<file path="src/rtl/sram_pixel_streamer.sv">
// SRAM read streamer: sequential word reads unpacked into a 4-bit pixel stream.
// Optional SRAM_STREAM_TRANSPARENT_EN adds o_pix_opaque (pixel != 0).
module sram_pixel_streamer #(
    parameter int ADDR_WIDTH   = 20,
    parameter int DATA_WIDTH   = 16,
    parameter int PIXEL_WIDTH  = 4,
    parameter int READ_LATENCY = 2,
    parameter int FIFO_DEPTH   = 4
) (
    input  logic                   i_clk,
    input  logic                   i_rst_n,
    input  logic                   i_start,
    input  logic [ADDR_WIDTH-1:0]  i_base_addr,
    input  logic [ADDR_WIDTH-1:0]  i_word_count,
    input  logic                   i_abort,
    output logic                   o_busy,
    output logic                   o_done,
    output logic                   o_sram_rd,
    output logic [ADDR_WIDTH-1:0]  o_sram_addr,
    input  logic [DATA_WIDTH-1:0]  i_sram_rdata,
    output logic                   o_pix_valid,
    input  logic                   i_pix_ready,
    output logic [PIXEL_WIDTH-1:0] o_pix,
    output logic                   o_pix_last
`ifdef SRAM_STREAM_TRANSPARENT_EN
    ,
    output logic                   o_pix_opaque
`endif
);

    localparam int NPW = DATA_WIDTH / PIXEL_WIDTH;
    localparam int IW  = (NPW > 1) ? $clog2(NPW) : 1;
    localparam int FAW = (FIFO_DEPTH > 1) ? $clog2(FIFO_DEPTH) : 1;
    localparam int CW  = $clog2(FIFO_DEPTH + 1) + 1;
    localparam logic [IW-1:0]  IDX_MAX = IW'(NPW - 1);
    localparam logic [FAW-1:0] PTR_MAX = FAW'(FIFO_DEPTH - 1);

    typedef enum logic [1:0] {
        S_IDLE,
        S_RUN,
        S_DRAIN
    } state_t;

    state_t                  state_q, state_d;
    logic                    busy_q, busy_d;
    logic                    done_q, done_d;
    logic                    rd_q, rd_d;
    logic [ADDR_WIDTH-1:0]   addr_q, addr_d;
    logic [ADDR_WIDTH-1:0]   left_q, left_d;
    logic [ADDR_WIDTH-1:0]   words_q, words_d;
    logic [READ_LATENCY-1:0] tag_q, tag_d;
    logic [DATA_WIDTH-1:0]   mem_q [FIFO_DEPTH];
    logic [FAW-1:0]          wp_q, wp_d;
    logic [FAW-1:0]          rp_q, rp_d;
    logic [CW-1:0]           fcnt_q, fcnt_d;
    logic [CW-1:0]           cnt_q, cnt_d;
    logic [DATA_WIDTH-1:0]   word_q, word_d;
    logic [IW-1:0]           idx_q, idx_d;
    logic                    valid_q, valid_d;
    logic                    lastw_q, lastw_d;
    logic [PIXEL_WIDTH-1:0]  pix_q, pix_d;
    logic                    last_q, last_d;

    logic hs, need, pop, byp, push, consume, credit_ok;

    always_comb begin
        state_d = state_q;
        done_d  = 1'b0;
        rd_d    = 1'b0;
        addr_d  = addr_q;
        left_d  = left_q;
        words_d = words_q;
        tag_d   = tag_q << 1;
        tag_d[0] = rd_q;
        wp_d    = wp_q;
        rp_d    = rp_q;
        word_d  = word_q;
        idx_d   = idx_q;
        valid_d = valid_q;
        lastw_d = lastw_q;
        pop     = 1'b0;
        byp     = 1'b0;

        // Unpacker: refill from FIFO head, or straight from the SRAM return
        hs   = valid_q & i_pix_ready;
        need = ~valid_q | (hs & (idx_q == IDX_MAX));
        if (hs && idx_q != IDX_MAX)
            idx_d = idx_q + 1'b1;
        if (need) begin
            valid_d = 1'b0;
            if (fcnt_q != '0)
                pop = 1'b1;
            else if (tag_q[READ_LATENCY-1])
                byp = 1'b1;
            if (pop || byp) begin
                word_d  = pop ? mem_q[rp_q] : i_sram_rdata;
                valid_d = 1'b1;
                idx_d   = '0;
                lastw_d = (words_q == ADDR_WIDTH'(1));
                words_d = words_q - 1'b1;
            end
        end
        push    = tag_q[READ_LATENCY-1] & ~byp;
        consume = pop | byp;

        // Credits cover reads in flight plus words still queued in the FIFO
        credit_ok = int'(cnt_q) < FIFO_DEPTH + int'(consume);

        unique case (state_q)
            S_IDLE: begin
                if (i_start) begin
                    if (i_word_count == '0) begin
                        done_d = 1'b1;
                    end else begin
                        state_d = S_RUN;
                        rd_d    = 1'b1;
                        addr_d  = i_base_addr;
                        left_d  = i_word_count - 1'b1;
                        words_d = i_word_count;
                    end
                end
            end
            S_RUN: begin
                if (left_q == '0) begin
                    state_d = S_DRAIN;
                end else if (credit_ok) begin
                    rd_d   = 1'b1;
                    addr_d = addr_q + 1'b1;
                    left_d = left_q - 1'b1;
                end
            end
            S_DRAIN: begin
            end
            default: state_d = S_IDLE;
        endcase

        if (state_q != S_IDLE && hs && last_q) begin
            state_d = S_IDLE;
            done_d  = 1'b1;
        end

        if (push)
            wp_d = (wp_q == PTR_MAX) ? '0 : wp_q + 1'b1;
        if (pop)
            rp_d = (rp_q == PTR_MAX) ? '0 : rp_q + 1'b1;
        fcnt_d = fcnt_q + CW'(push) - CW'(pop);
        cnt_d  = cnt_q + CW'(rd_d) - CW'(consume);

        if (i_abort) begin
            state_d = S_IDLE;
            done_d  = 1'b0;
            rd_d    = 1'b0;
            left_d  = '0;
            words_d = '0;
            tag_d   = '0;
            wp_d    = '0;
            rp_d    = '0;
            fcnt_d  = '0;
            cnt_d   = '0;
            word_d  = '0;
            idx_d   = '0;
            valid_d = 1'b0;
            lastw_d = 1'b0;
        end

        busy_d = (state_d != S_IDLE);
        pix_d  = '0;
        for (int k = 0; k < NPW; k++) begin
            if (idx_d == IW'(k))
                pix_d = word_d[DATA_WIDTH-1-k*PIXEL_WIDTH -: PIXEL_WIDTH];
        end
        if (!valid_d)
            pix_d = '0;
        last_d = valid_d & lastw_d & (idx_d == IDX_MAX);
    end

    always_ff @(posedge i_clk) begin
        if (push)
            mem_q[wp_q] <= i_sram_rdata;
    end

    always_ff @(posedge i_clk or negedge i_rst_n) begin
        if (!i_rst_n) begin
            state_q <= S_IDLE;
            busy_q  <= 1'b0;
            done_q  <= 1'b0;
            rd_q    <= 1'b0;
            addr_q  <= '0;
            left_q  <= '0;
            words_q <= '0;
            tag_q   <= '0;
            wp_q    <= '0;
            rp_q    <= '0;
            fcnt_q  <= '0;
            cnt_q   <= '0;
            word_q  <= '0;
            idx_q   <= '0;
            valid_q <= 1'b0;
            lastw_q <= 1'b0;
            pix_q   <= '0;
            last_q  <= 1'b0;
        end else begin
            state_q <= state_d;
            busy_q  <= busy_d;
            done_q  <= done_d;
            rd_q    <= rd_d;
            addr_q  <= addr_d;
            left_q  <= left_d;
            words_q <= words_d;
            tag_q   <= tag_d;
            wp_q    <= wp_d;
            rp_q    <= rp_d;
            fcnt_q  <= fcnt_d;
            cnt_q   <= cnt_d;
            word_q  <= word_d;
            idx_q   <= idx_d;
            valid_q <= valid_d;
            lastw_q <= lastw_d;
            pix_q   <= pix_d;
            last_q  <= last_d;
        end
    end

`ifdef SRAM_STREAM_TRANSPARENT_EN
    logic opaque_q;

    always_ff @(posedge i_clk or negedge i_rst_n) begin
        if (!i_rst_n)
            opaque_q <= 1'b0;
        else
            opaque_q <= (pix_d != '0);
    end

    assign o_pix_opaque = opaque_q;
`endif

    assign o_busy      = busy_q;
    assign o_done      = done_q;
    assign o_sram_rd   = rd_q;
    assign o_sram_addr = addr_q;
    assign o_pix_valid = valid_q;
    assign o_pix       = pix_q;
    assign o_pix_last  = last_q;

endmodule

</file>
<file path="config.mk">
export PLATFORM = sky130hd
export DESIGN_NAME = sram_pixel_streamer
export DESIGN_NICKNAME = d
export VERILOG_FILES = /design/src/rtl/sram_pixel_streamer.sv
export SDC_FILE = /design/constraint.sdc
export NUM_CORES = 1
export LEC_CHECK = 0
export ABC_AREA = 1
export CAP_MARGIN = 20
export CORE_MARGIN = 4
export CORE_UTILIZATION = 40
export DETAILED_ROUTE_END_ITERATION = 7
export GPL_ROUTABILITY_DRIVEN = 0
export PLACE_DENSITY = 0.61
export REMOVE_ABC_BUFFERS = 1
export SLEW_MARGIN = 40
export SYNTH_ARGS = -nofsm -noshare
export SYNTH_HDL_FRONTEND = slang
export SYNTH_SLANG_ARGS = --single-unit
</file>
<file path="constraint.sdc">
create_clock -name i_clk -period 6.2 [get_ports i_clk]
set_clock_uncertainty 0.15 [all_clocks]
set_input_delay 1.24 -clock i_clk [delete_from_list [all_inputs] [get_ports i_clk]]
set_output_delay 1.24 -clock i_clk [all_outputs]
set_load 0.05 [all_outputs]
</file>
==> results of run 1 <==
[report_power, final]
group,leakage (nW),internal [W],total (W),switching [W]
logic,2.94,0.000593,0.00179,0.00120
registers,1.93,0.00135,0.00153,0.000178
clock network,0.303,0.000587,0.00110,0.000516
[cell usage in the layout (no fill, tap or decap), drive strengths merged, types with 8 or more instances in the layout]
| master | instances |
|---|---|
| a21oi | 52 |
| dfrtp | 104 |
| inv | 156 |
| ha | 20 |
| nand2 | 364 |
| o21ai | 84 |
| nand3 | 103 |
| xnor2 | 10 |
| edfxtp | 64 |
| buf | 12 |
| clkbuf | 17 |
| nand4 | 13 |
| clkdlybuf4s50 | 88 |
| nor2 | 134 |
| xor2 | 17 |
| clkinv | 8 |
[cells in the mapped netlist (all sizes together), types with 5 or more instances]
| cell | number | area, sq um |
|---|---|---|
| nand2 | 364 | 1420 |
| inv | 148 | 556 |
| nor2 | 134 | 546 |
| dfrtp | 104 | 2600 |
| nand3 | 103 | 533 |
| o21ai | 84 | 424 |
| edfxtp | 64 | 1920 |
| a21oi | 52 | 260 |
| buf | 25 | 166 |
| ha | 20 | 250 |
| xor2 | 17 | 149 |
| clkbuf | 16 | 60.1 |
| nand4 | 13 | 81.3 |
| xnor2 | 10 | 87.6 |
| and2 | 7 | 43.8 |
| nand3b | 5 | 37.5 |
| nor3 | 5 | 25.0 |
[cells by family after synthesis]
| logic type | after synthesis | synth area share |
|---|---|---|
| AND/OR/NAND/NOR | 636 | 0.291 |
| buffers and inverters | 191 | 0.0843 |
| flip-flops | 168 | 0.483 |
| AO/OA/AOI/OAI | 152 | 0.0849 |
| XOR/XNOR | 27 | 0.0252 |
| adder cells (fa/ha/maj) | 22 | 0.0310 |
| multiplexers | 1 | 0.00107 |
[stage by stage]
stage / utilization / power, W / area [sq um] / setup slack (ps) / cells
floorplan: - / 0.00275 / 9140 / 2600 / 1156
global placement: 0.459 / 0.00333 / 10500 / 2070 / 1568
detailed placement: 0.460 / 0.00335 / 10500 / 1970 / 1568
CTS: 0.487 / 0.00446 / 11100 / 2430 / 1600
global route: 0.488 / 0.00475 / 11100 / 2250 / 1601
finish: 0.488 / 0.00442 / 11100 / 2400 / 1601
[critical path, stage by stage]
cell	delay (ps)
clkdlybuf4s50_1	430
or2_0	250
nor2_1	210
nand3_1	160
nand2_2	90
nand2_1	100
nand2_2	370
ha_1	240
inv_1	70
ha_1	280
a21o_1	150
a21oi_1	150
xor2_1	150
nor2_1	50
[registers in the layout, indices dropped and copies added, names as in the netlist]
signal / cells
cnt_q: 4
fcnt_q: 4
idx_q: 2
lastw_q: 1
left_q: 20
mem_q: 64
o_busy: 1
o_done: 1
o_pix: 4
o_pix_last: 1
o_pix_valid: 1
o_sram_addr: 20
o_sram_rd: 1
rp_q: 2
state_q: 2
tag_q: 2
word_q: 16
words_q: 20
wp_q: 2
[how the worst min path moves through the flow]
stage | startpoint | slack (ps) | cells after the start | end
2_1_floorplan | tag_q[0]$_DFF_PN0_ | 280 | 2 | tag_q[1]$_DFF_PN0_
3_3_place_gp | tag_q[0]$_DFF_PN0_ | 310 | 2 | tag_q[1]$_DFF_PN0_
3_5_place_dp | tag_q[0]$_DFF_PN0_ | 310 | 2 | tag_q[1]$_DFF_PN0_
4_1_cts | tag_q[0]$_DFF_PN0_ | 320 | 2 | tag_q[1]$_DFF_PN0_
5_1_grt | tag_q[0]$_DFF_PN0_ | 350 | 2 | tag_q[1]$_DFF_PN0_
6_report | tag_q[0]$_DFF_PN0_ | 320 | 2 | tag_q[1]$_DFF_PN0_
[per-layer routing]
layer,up-vias,share of wire
li1,3980,-
met1,3659,0.47
met2,145,0.47
met3,25,0.040
met4,0,0.019
met5,-,0
[cell type report]
| cell class | count | area (sq um) | area share |
|---|---|---|---|
| flip-flops and latches | 168 | 4520 | 0.406 |
| multi-input cells | 838 | 4060 | 0.364 |
| repair buffers | 100 | 982 | 0.0882 |
| inverters | 150 | 563 | 0.0505 |
| clock buffers | 17 | 425 | 0.0382 |
| well taps | 313 | 392 | 0.0352 |
| clock inverters | 15 | 195 | 0.0175 |
==> flow_metrics.tcl, run 1 <==
set metrics [dict create \
    hp-class "flip-flop to flip-flop" \
    antenna_found_initial 0 \
    cts_buffer_depth 2 \
    criticalPathCategory "primary input to flip-flop" \
    coreArea_sq_um 22800 \
    rsz0062_at_grt "false" \
    grt_pass1_wl_um 39300 \
    drive_gt1_frac 0.0683 \
    grt_max_degree 75 \
    required_ps 6360 \
    fin_tns_setup_ps 0 \
    die_y_um 161 \
    total_leakage_power_nw 5.17 \
    dpl.hpwl_um 16500 \
    synth.distinct_cells 41 \
    met2_usage 0.313 \
    syn_avg_cell_area_sq_um 7.83 \
    numCtsBuffers 17 \
    die_w_um 161 \
    overflow 0 \
    crit_end "cnt_q[3]$_DFF_PN0_" \
    syn_to_final_growth_pct 18.9 \
    io_buffers 89 \
    fin_nets 1358 \
    peakVddDrop_uv 176 \
    gr-usage-met3 0.0322 \
    synth-edff-count 64 \
    finalCriticalPeriod_ps 3800 \
    synth_cells 1197 \
    ys_async_sr_fraction 0.619 \
    fin_crit_sh 0.612 \
    start_util 0.410 \
    start_kind "primary input" \
    ant_nets 0 \
    clock-sinks 168 \
    outcome "finished, final reports clean" \
    num_antenna_cells 0 \
    busiest_layer "met2" \
    cts_tree "built" \
    fmax_mhz 263 \
    worstRegToRegCells 12 \
    synth.ff_latch_count 168 \
    pin_count 90 \
    critPathCaptureType "flip-flop" \
    nFillCells 2271 \
    drtIter0Drc 483 \
    hold_viol 0 \
    netlist_area_sq_um 9370 \
    p_per_area_nw_per_um2 397 \
    cp_max_fo 20 \
    tightest_slew_ps 867 \
    cp.arrival_ps 3960 \
    clk_latency_ps 430 \
    grt_use_total 0.188 \
    wire_per_inst_um 15.0 \
    rows 55 \
    rrSetupSlack_ps 2850 \
    wirelength_um 24000 \
    cts_setup_buffers 0 \
    max_cap_violations 0 \
    use_met1 0.252 \
    via_count 7809 \
    cts-root-buf "clkbuf_16" \
    synth_warnings 0 \
    regToRegEndpoint "fcnt_q[2]$_DFF_PN0_" \
    htree_levels 4 \
    cts_resized 0 \
    synth-main-ff-cell "dfrtp_1" \
    grt_pass1_vias 7724 \
    setup_viol 0 \
    viasPerCell 4.88 \
    ys_seq_area_frac 0.483 \
    fin_hold_ws_ps 320 \
    r2r_start "fcnt_q[2]$_DFF_PN0_" \
    first_pass_iters 7 \
    drv_slew 0 \
    crit_start "i_word_count[19]" \
    drc_errors 0 \
    path_clk_slew_ps 70 \
    max_slew_margin 0.422 \
    dieArea_sq_um 25900 \
    holdBufCountCts 0 \
]
Note: power is estimated with default switching activity, not from simulation.
==> run 2, diff against run 1 <==
--- a/config.mk
+++ b/config.mk
@@ -11,7 +11,7 @@
 export CORE_UTILIZATION = 40
 export DETAILED_ROUTE_END_ITERATION = 7
 export GPL_ROUTABILITY_DRIVEN = 0
-export PLACE_DENSITY = 0.61
+export PLACE_DENSITY = 0.63
 export REMOVE_ABC_BUFFERS = 1
 export SLEW_MARGIN = 40
 export SYNTH_ARGS = -nofsm -noshare
==> constraint.sdc (replaced) <==
create_clock -name i_clk -period 3.16 [get_ports i_clk]
set_clock_uncertainty 0.15 [all_clocks]
set_input_delay 0.632 -clock i_clk [delete_from_list [all_inputs] [get_ports i_clk]]
set_output_delay 0.632 -clock i_clk [all_outputs]
set_load 0.05 [all_outputs]
==> run 2 against run 1 <==
First-iteration DRC count rose by 9.9%. Cell count increased by 2.4%. Count of clock-buffer cells in the layout stayed put. Sequential cell count is the same. Worst setup slack got worse by 1900 ps.
==> flow_metrics.tcl, run 2 (synthesis gave the netlist of run 1 again) <==
set metrics [dict create \
    die_w_um 161 \
    clock-sinks 168 \
    cts_setup_buffers 0 \
    finalCriticalPeriod_ps 2700 \
    antenna_found_initial 0 \
    via_count 8032 \
    layout_commonest_cell "nand2_1" \
    crit_path_max_incr_delay_ps 570 \
    wire_per_inst_um 14.7 \
    largest_reg_flops 64 \
    cp_max_fo 3 \
    tightest_slew_ps 537 \
    dpl_worst_slack_ps 0.635 \
    syn_to_final_growth_pct 22.0 \
    cts_buffer_depth 2 \
    clockPowerShare 0.244 \
    ff_latch_area_sq_um 4520 \
    cts_tree "built" \
    seq_power_share 0.336 \
    rrSetupSlack_ps 470 \
    fin_tns_setup_ps 0 \
    overflow 0 \
    final_cell_mix "343 x nand2_1, 143 x inv_1, 123 x nor2_1" \
    ant_nets 0 \
    drive_gt1_frac 0.0943 \
    largest-register "mem_q" \
    max_slew_margin 0.641 \
    num_antenna_cells 0 \
    rsz0062_at_grt "false" \
    numCtsBuffers 17 \
    cp.arrival_ps 2870 \
    start_kind "primary input" \
    fin_crit_sh 0.856 \
    finalPower_w 0.00879 \
    drc_errors 0 \
    outcome "finished, final reports clean" \
    fin_ws_ps 457 \
    switchingPower_w 0.00380 \
    required_ps 3320 \
    rows 55 \
    max_cap_violations 0 \
    path_cells "clkdlybuf4s50_1 > nor2_1 > nand2_1 > nor2_1 > nand3_1 > nand2_2 > nand2_1 > nand2_2 > ha_1 > inv_1 > ha_1 > fa_1 > xnor2_1 > nor2_1" \
    p_per_area_nw_per_um2 769 \
    critPathCaptureType "flip-flop" \
    drtIter0Drc 531 \
    hold_viol 0 \
    dieArea_sq_um 25900 \
    total_leakage_power_nw 5.35 \
    cell_internal_pwr_w 0.00500 \
    dpl.hpwl_um 17100 \
    holdBufCountCts 0 \
    viasPerCell 4.90 \
    cp.buffers_inverters 2 \
    htree_levels 4 \
    wirelength_um 24000 \
    hp-class "primary input to async pin" \
    multiInputGateArea_sq_um 4060 \
    grt_pass1_vias 7966 \
    swShare 0.432 \
    start_util 0.410 \
    worst_path_max_delay_cell "clkdlybuf4s50_1" \
    first_pass_iters 5 \
    drv_slew 0 \
    coreArea_sq_um 22800 \
    cp_top_family "adder cells" \
    grt_use_total 0.192 \
    fmax_mhz 370 \
    grt_max_degree 49 \
    pwr-share-comb 0.420 \
    cts-root-buf "clkbuf_16" \
    cts_resized 0 \
    setup_viol 0 \
    criticalPathCategory "primary input to flip-flop" \
    grt_pass1_wl_um 40200 \
    peakVddDrop_uv 345 \
    critPathMostFrequentCell "nor2_1" \
    io_buffers 89 \
    path_clk_slew_ps 80 \
    pin_count 90 \
    clk_latency_ps 440 \
    nFillCells 2227 \
    die_y_um 161 \
    final_area_sq_um 11400 \
    dpl_cell_area_sq_um 10800 \
    fin_nets 1396 \
]
==> run 2: power groups by stage <==
stage | registers [W] | logic [W] | clock network [W]
6_report | 0.00295 | 0.00369 | 0.00214
5_1_grt | 0.00301 | 0.00416 | 0.00228
4_1_cts | 0.00295 | 0.00372 | 0.00219
3_5_place_dp | 0.00299 | 0.00370 | 0
3_3_place_gp | 0.00299 | 0.00366 | 0
2_1_floorplan | 0.00345 | 0.00195 | 0
==> run 2: worst reg2reg max path, cell delays in order (launching register included) <==
cell     delay, ps
dfrtp_1        320
inv_1           50
ha_1           200
nand2_1        380
inv_2           70
a21oi_1        190
inv_1           80
ha_1           270
inv_1           40
ha_1           190
fa_1           380
xnor2_1        180
nor2_1          60
==> run 2: final timing paths <==
path	startpoint	to	cells past startpoint
worst max-delay path	i_word_count[15]	cnt_q[2]$_DFF_PN0_	14
worst min-delay path	i_rst_n	words_q[11]$_DFF_PN0_	1
worst max register to register	fcnt_q[2]$_DFF_PN0_	fcnt_q[2]$_DFF_PN0_	12
worst min register to register	tag_q[0]$_DFF_PN0_	tag_q[1]$_DFF_PN0_	2
max in group asynchronous	i_rst_n	cnt_q[3]$_DFF_PN0_	2
min in group i_clk	tag_q[0]$_DFF_PN0_	tag_q[1]$_DFF_PN0_	2
==> run 2: routing by layer <==
metal,GRT usage,share of wire,up-vias
li1,-,-,4062
met1,0.258,0.46,3742
met2,0.321,0.48,198
met3,0.0319,0.046,30
met4,0.0554,0.017,0
met5,0,0,-
==> run 2: final cells by class <==
class                           count  share of cell area
Timing Repair Buffer              138               0.111
Tap cell                          313              0.0343
Inverter                          150              0.0493
Clock inverter                     15              0.0175
Clock buffer                       17              0.0372
Multi-Input combinational cell    838               0.355
Sequential cell                   168               0.396
==> run 2: stage by stage <==
| step | util | hold WS, ps | instances |
|---|---|---|---|
| 3_3_place_gp | 0.473 | 297 | 1607 |
| 6_report | 0.500 | 17.3 | 1639 |
| 5_1_grt | 0.500 | 53.6 | 1639 |
| 4_1_cts | 0.500 | 33.1 | 1639 |
| 2_1_floorplan | - | 186 | 1156 |
| 3_5_place_dp | 0.473 | 306 | 1607 |
